File: config.mk
export PLATFORM = sky130hd
export DESIGN_NAME = xoshiro256ss_gen
export DESIGN_NICKNAME = d
export VERILOG_FILES = /design/src/rtl/xoshiro_pkg.sv /design/src/rtl/xoshiro256ss_step.sv /design/src/rtl/xoshiro256ss_gen.sv
export SDC_FILE = /design/constraint.sdc
export NUM_CORES = 2
export LEC_CHECK = 0
export ABC_AREA = 1
export ABC_CLOCK_PERIOD_IN_PS = 5750
export CAP_MARGIN = 20
export CORE_UTILIZATION = 43
export DETAILED_ROUTE_END_ITERATION = 12
export PLACE_DENSITY = 0.71
export SLEW_MARGIN = 20
export SYNTH_ARGS = -nofsm -noshare
export SYNTH_HDL_FRONTEND = slang
export SYNTH_HIERARCHICAL = 1
export SYNTH_SLANG_ARGS = --single-unit
File: constraint.sdc
create_clock -name clk -period 5.75 [get_ports clk]
set_clock_uncertainty 0.2 [all_clocks]
set_input_delay 1.15 -clock clk [delete_from_list [all_inputs] [get_ports clk]]
set_output_delay 1.15 -clock clk [all_outputs]
set_load 0.05 [all_outputs]
File: src/rtl/xoshiro_pkg.sv
// Shared types, jump polynomial and scrambler helpers for the xoshiro256** generator.
// The JUMP state exists only when XOSHIRO_JUMP_EN is defined.
package xoshiro_pkg;

   typedef enum logic [2:0] {
      ST_IDLE,
      ST_SEED,
      ST_CHECK,
      ST_RUN
`ifdef XOSHIRO_JUMP_EN
      , ST_JUMP
`endif
   } state_t;

   localparam logic [63:0] MUL_A = 64'd5;
   localparam logic [63:0] MUL_B = 64'd9;

   localparam logic [63:0] J0 = 64'h180E_C6D3_3CFD_0ABA;
   localparam logic [63:0] J1 = 64'hD5A6_1266_F0C9_392C;
   localparam logic [63:0] J2 = 64'hA958_2618_E03F_C9AA;
   localparam logic [63:0] J3 = 64'h39AB_DC45_29B1_661C;
   localparam logic [3:0][63:0] JUMP_POLY = {J3, J2, J1, J0};

   function automatic logic [63:0] rotl64(input logic [63:0] x, input int unsigned k);
      return (x << k) | (x >> (64 - k));
   endfunction

   // The ** scrambler only looks at word 1 of the state.
   function automatic logic [63:0] scramble(input logic [63:0] s1);
      logic [63:0] p;
      p = s1 * MUL_A;
      return rotl64(p, 7) * MUL_B;
   endfunction

endpackage

File: src/rtl/xoshiro256ss_step.sv
// Combinational xoshiro256** step: next state and scrambled output of the current state.
module xoshiro256ss_step
   import xoshiro_pkg::*;
(
   input  logic [3:0][63:0] s,
   output logic [3:0][63:0] s_next,
   output logic [63:0]      result
);

   logic [63:0] t, x2, x3;

   always_comb begin
      t         = s[1] << 17;
      x2        = s[2] ^ s[0];
      x3        = s[3] ^ s[1];
      s_next[1] = s[1] ^ x2;
      s_next[0] = s[0] ^ x3;
      s_next[2] = x2 ^ t;
      s_next[3] = rotl64(x3, 45);
      result    = scramble(s[1]);
   end

endmodule

File: src/rtl/xoshiro256ss_gen.sv
// xoshiro256** generator seeded from an upstream splitmix64 with SM_LAT-cycle latency.
// Define XOSHIRO_JUMP_EN to add jump_req and the 2^128 jump sequence.
module xoshiro256ss_gen
   import xoshiro_pkg::*;
#(
   parameter int unsigned SM_LAT = 1
)(
   input  logic        clk,
   input  logic        rst,
   input  logic        seed_start,
   output logic        sm_en,
   input  logic [63:0] sm_out,
   output logic [63:0] rand_data,
   output logic        rand_valid,
   input  logic        rand_ready,
   output logic        busy
`ifdef XOSHIRO_JUMP_EN
   ,input logic        jump_req
`endif
);

   state_t           state;
   logic [3:0][63:0] s, s_in, s_next;
   logic [63:0]      step_res;
   logic [1:0]       en_cnt, cap_cnt;
   logic [SM_LAT:1]  vld_pipe;
`ifdef XOSHIRO_JUMP_EN
   logic [3:0][63:0] acc, acc_upd;
   logic [7:0]       jmp_cnt;
   logic             jbit;
`endif

   // An all-zero seed is a fixed point; only reachable in CHECK.
   always_comb begin
      s_in = s;
      if (s == '0) s_in[0] = 64'h1;
   end

   xoshiro256ss_step u_step (
      .s      (s_in),
      .s_next (s_next),
      .result (step_res)
   );

`ifdef XOSHIRO_JUMP_EN
   always_comb begin
      jbit    = JUMP_POLY[jmp_cnt[7:6]][jmp_cnt[5:0]];
      acc_upd = jbit ? (acc ^ s) : acc;
   end
`endif

   // Tracks which cycles carry a requested splitmix word on sm_out.
   always_ff @(posedge clk) begin
      if (rst) begin
         vld_pipe <= '0;
      end else begin
         vld_pipe[1] <= sm_en;
         for (int i = 2; i <= SM_LAT; i++) vld_pipe[i] <= vld_pipe[i-1];
      end
   end

   always_ff @(posedge clk) begin
      if (rst) begin
         state      <= ST_IDLE;
         s          <= '0;
         en_cnt     <= '0;
         cap_cnt    <= '0;
         rand_data  <= '0;
         rand_valid <= 1'b0;
         sm_en      <= 1'b0;
         busy       <= 1'b0;
`ifdef XOSHIRO_JUMP_EN
         acc        <= '0;
         jmp_cnt    <= '0;
`endif
      end else begin
         case (state)
            ST_IDLE: if (seed_start) begin
               state   <= ST_SEED;
               sm_en   <= 1'b1;
               en_cnt  <= '0;
               cap_cnt <= '0;
               busy    <= 1'b1;
            end
            ST_SEED: begin
               if (sm_en) begin
                  if (en_cnt == 2'd3) sm_en <= 1'b0;
                  else                en_cnt <= en_cnt + 2'd1;
               end
               if (vld_pipe[SM_LAT]) begin
                  s[cap_cnt] <= sm_out;
                  cap_cnt    <= cap_cnt + 2'd1;
                  if (cap_cnt == 2'd3) state <= ST_CHECK;
               end
            end
            ST_CHECK: begin
               s          <= s_in;
               rand_data  <= step_res;
               rand_valid <= 1'b1;
               busy       <= 1'b0;
               state      <= ST_RUN;
            end
            ST_RUN: begin
               if (seed_start) begin
                  state      <= ST_SEED;
                  sm_en      <= 1'b1;
                  en_cnt     <= '0;
                  cap_cnt    <= '0;
                  rand_valid <= 1'b0;
                  busy       <= 1'b1;
`ifdef XOSHIRO_JUMP_EN
               end else if (jump_req) begin
                  state      <= ST_JUMP;
                  acc        <= '0;
                  jmp_cnt    <= '0;
                  rand_valid <= 1'b0;
                  busy       <= 1'b1;
`endif
               end else if (rand_ready) begin
                  s         <= s_next;
                  rand_data <= scramble(s_next[1]);
               end
            end
`ifdef XOSHIRO_JUMP_EN
            ST_JUMP: begin
               if (jmp_cnt == 8'hFF) begin
                  s          <= acc_upd;
                  rand_data  <= scramble(acc_upd[1]);
                  rand_valid <= 1'b1;
                  busy       <= 1'b0;
                  state      <= ST_RUN;
               end else begin
                  acc     <= acc_upd;
                  s       <= s_next;
                  jmp_cnt <= jmp_cnt + 8'd1;
               end
            end
`endif
            default: state <= ST_IDLE;
         endcase
      end
   end

endmodule

==> results_dict.tcl <==
set metrics [dict create \
    drive_gt1_share_pct 28.3 \
    yosysUniqueCellTypes 60 \
    max_cap_violations 0 \
    firstDrtPassIters 8 \
    slowest_stage "nor4_4" \
    cp.required_ns 6.04 \
    area.growth.synth_to_final_pct 40.8 \
    numCtsBuffers 42 \
    wl_per_cell_um 22.1 \
    row_count 110 \
    start_util_pct 43.4 \
    cts_hold_buf 0 \
    rsz0062_at_grt "yes" \
    die_y_um 303 \
    min_to "rand_data[43]$_SDFFE_PP0P_" \
    synth_top_area_share_pct 16.9 \
    cts_tree "yes" \
    ys.warnings.count 6 \
    holdPathStages 2 \
    vias 46700 \
    dp_hpwl_mm 146 \
    die_area_mm2 0.0919 \
    setup_violations 57 \
    die_w_um 303 \
    h-tree-depth 2 \
    period_minus_slack_ns 6.52 \
    cp-end-kind "flip-flop" \
    initialDrtViolationCount 4915 \
    synth_top_area_cell "dfxtp_1" \
    final_common_cell "buf_4" \
    final_cell_mix "buf_4, nand2_1, inv_1" \
    ys_seq_area_share_pct 16.9 \
    clkTransAtPathRegs_ns 0.06 \
    avgViaCountPerCell 5.68 \
    clock_latency_ns 0.64 \
    cts.sinks 330 \
    grt_max_degree 129 \
    drv_slew 0 \
    path_class "reg -> reg" \
    ant_nets 0 \
    syn_area_mm2 0.0390 \
    drc_errors 0 \
    reg2reg_slack_ns -0.77 \
    reg2regPathDepth 36 \
    grt_pass1_wl_mm 264 \
    syn_avg_cell_area_um2 6.71 \
    cp.arrival_ns 6.81 \
    tightest_slew_ns 1.17 \
    grt_overflow 0 \
    first_global_vias 43800 \
    cpMostUsedCell "nor2_1" \
    worstHoldStart "rand_data[43]$_SDFFE_PP0P_" \
    r2r-end "rand_data[48]$_SDFFE_PP0P_" \
    yosys-top-cells-area "dfxtp_1, ha_1, nand2_1, xor2_1, a211oi_1" \
    violations "negative setup slack" \
    clockBufferDepth 3 \
    cp_max_fo 4 \
    synthCells 5815 \
    setup_tns_ns -34.21 \
    core_area_mm2 0.0899 \
    portBuffers 134 \
    setup_slack_ns -0.775 \
    max_freq_ghz 0.153 \
    synth_seq_cells 330 \
    cp-start-kind "flip-flop" \
    cts-root-buf "clkbuf_16" \
    min_path_type "reg -> reg" \
    io_pins 135 \
    slew_headroom_pct 21.8 \
    gp_congestion 1.04 \
    antenna_found_initial 2 \
    fillers 8309 \
    finalCritPeriodShare_pct 113 \
    grt_usage_pct 38.0 \
    slowest_delay_ns 0.40 \
    hold_violations 0 \
    placement.setup.worst_slack_ns -1.47 \
    wirelength_mm 182 \
    fin_nets 7583 \
    syn_nets 6377 \
    status "finished with violations" \
]
cell usage after synthesis (all sizes together):
master   instances
a211oi         388
nor2           585
nand2          951
o31ai            6
o21a            12
and3             5
clkbuf         201
a2111oi          1
nand4           72
a21o            31
fa               4
a31oi           99
o211a            2
o21ai          297
dfxtp          330
a21boi          12
ha             490
inv            769
xnor2          143
o221a            1
xor2           347
a21oi          396
nand3b          12
nand3          176
a221oi           3
o21bai          43
nor4            50
buf             60
nor3           237
a22oi           65
o211ai          16
clkinv           1
or2              5
o32ai            1
and2             1
o2111ai          3
through the flow:
step	util [%]	instance area [µm²]	hold WS [ns]	std cells
2_1_floorplan	-	39000	0.247	5815
3_3_place_gp	55.8	50100	0.252	8095
3_5_place_dp	55.8	50100	0.257	8095
4_1_cts	59.8	53700	0.262	8205
5_1_grt	61.1	54900	0.282	8227
6_report	61.1	54900	0.266	8229
worst max-delay path by stage:
stage / start / end / slack (ns)
6_report: flip-flop / rand_data[48]$_SDFFE_PP0P_ / -0.77
5_1_grt: flip-flop / rand_data[48]$_SDFFE_PP0P_ / -1.01
4_1_cts: flip-flop / rand_data[22]$_SDFFE_PP0P_ / -0.57
3_5_place_dp: flip-flop / rand_data[48]$_SDFFE_PP0P_ / -1.47
3_3_place_gp: flip-flop / rand_data[48]$_SDFFE_PP0P_ / -1.50
2_1_floorplan: flip-flop / rand_data[39]$_SDFFE_PP0P_ / 0.02
kinds of logic after synthesis:
| group | share of synthesized area (%) |
|---|---|
| simple gates | 23.8 |
| compound gates | 22.1 |
| buf+inv | 10.2 |
| fa+ha+maj | 15.9 |
| xor+xnor | 11.0 |
| flops | 16.9 |
cell type report:
class	instances	area, µm²	share of cell area [%]
clock inverter	8	87.6	0.159
antenna	2	5.00	0.00911
clock buffer	66	1270	2.31
sequential	330	6610	12.0
multi-input combinational	4454	31300	57.0
timing repair buffer	1423	11200	20.5
inverter	770	2910	5.29
tap	1176	1470	2.68
timing repair:
action                                  CTS  global route
gates resized for setup                 420           242
setup buffers                            41            27
pin swaps                               161           176
endpoints found under the setup margin   59            59
per-layer routing:
metal  global-route usage, %  vias to the layer above  wire length, µm
met5                       0                        -               13
met4                    23.6                        2            13400
met3                    5.84                      475            16400
met2                    57.7                     2165            77100
met1                    50.2                    21900            75200
li1                        -                    22200                -
worst max-delay path, delay by kind of cell (launching register included):
kind | cells | cell delay (ns)
AND/OR/NAND/NOR | 14 | 2.18
adder cells (fa/ha/maj) | 5 | 1.32
AO/OA/AOI/OAI | 9 | 1.29
buffers and inverters | 5 | 0.64
XOR/XNOR | 3 | 0.44
flip-flops | 1 | 0.31
Power is left out: the tool's default activity adds up to more than one toggle a clock period on the data nets, which glitch-free logic cannot reach.
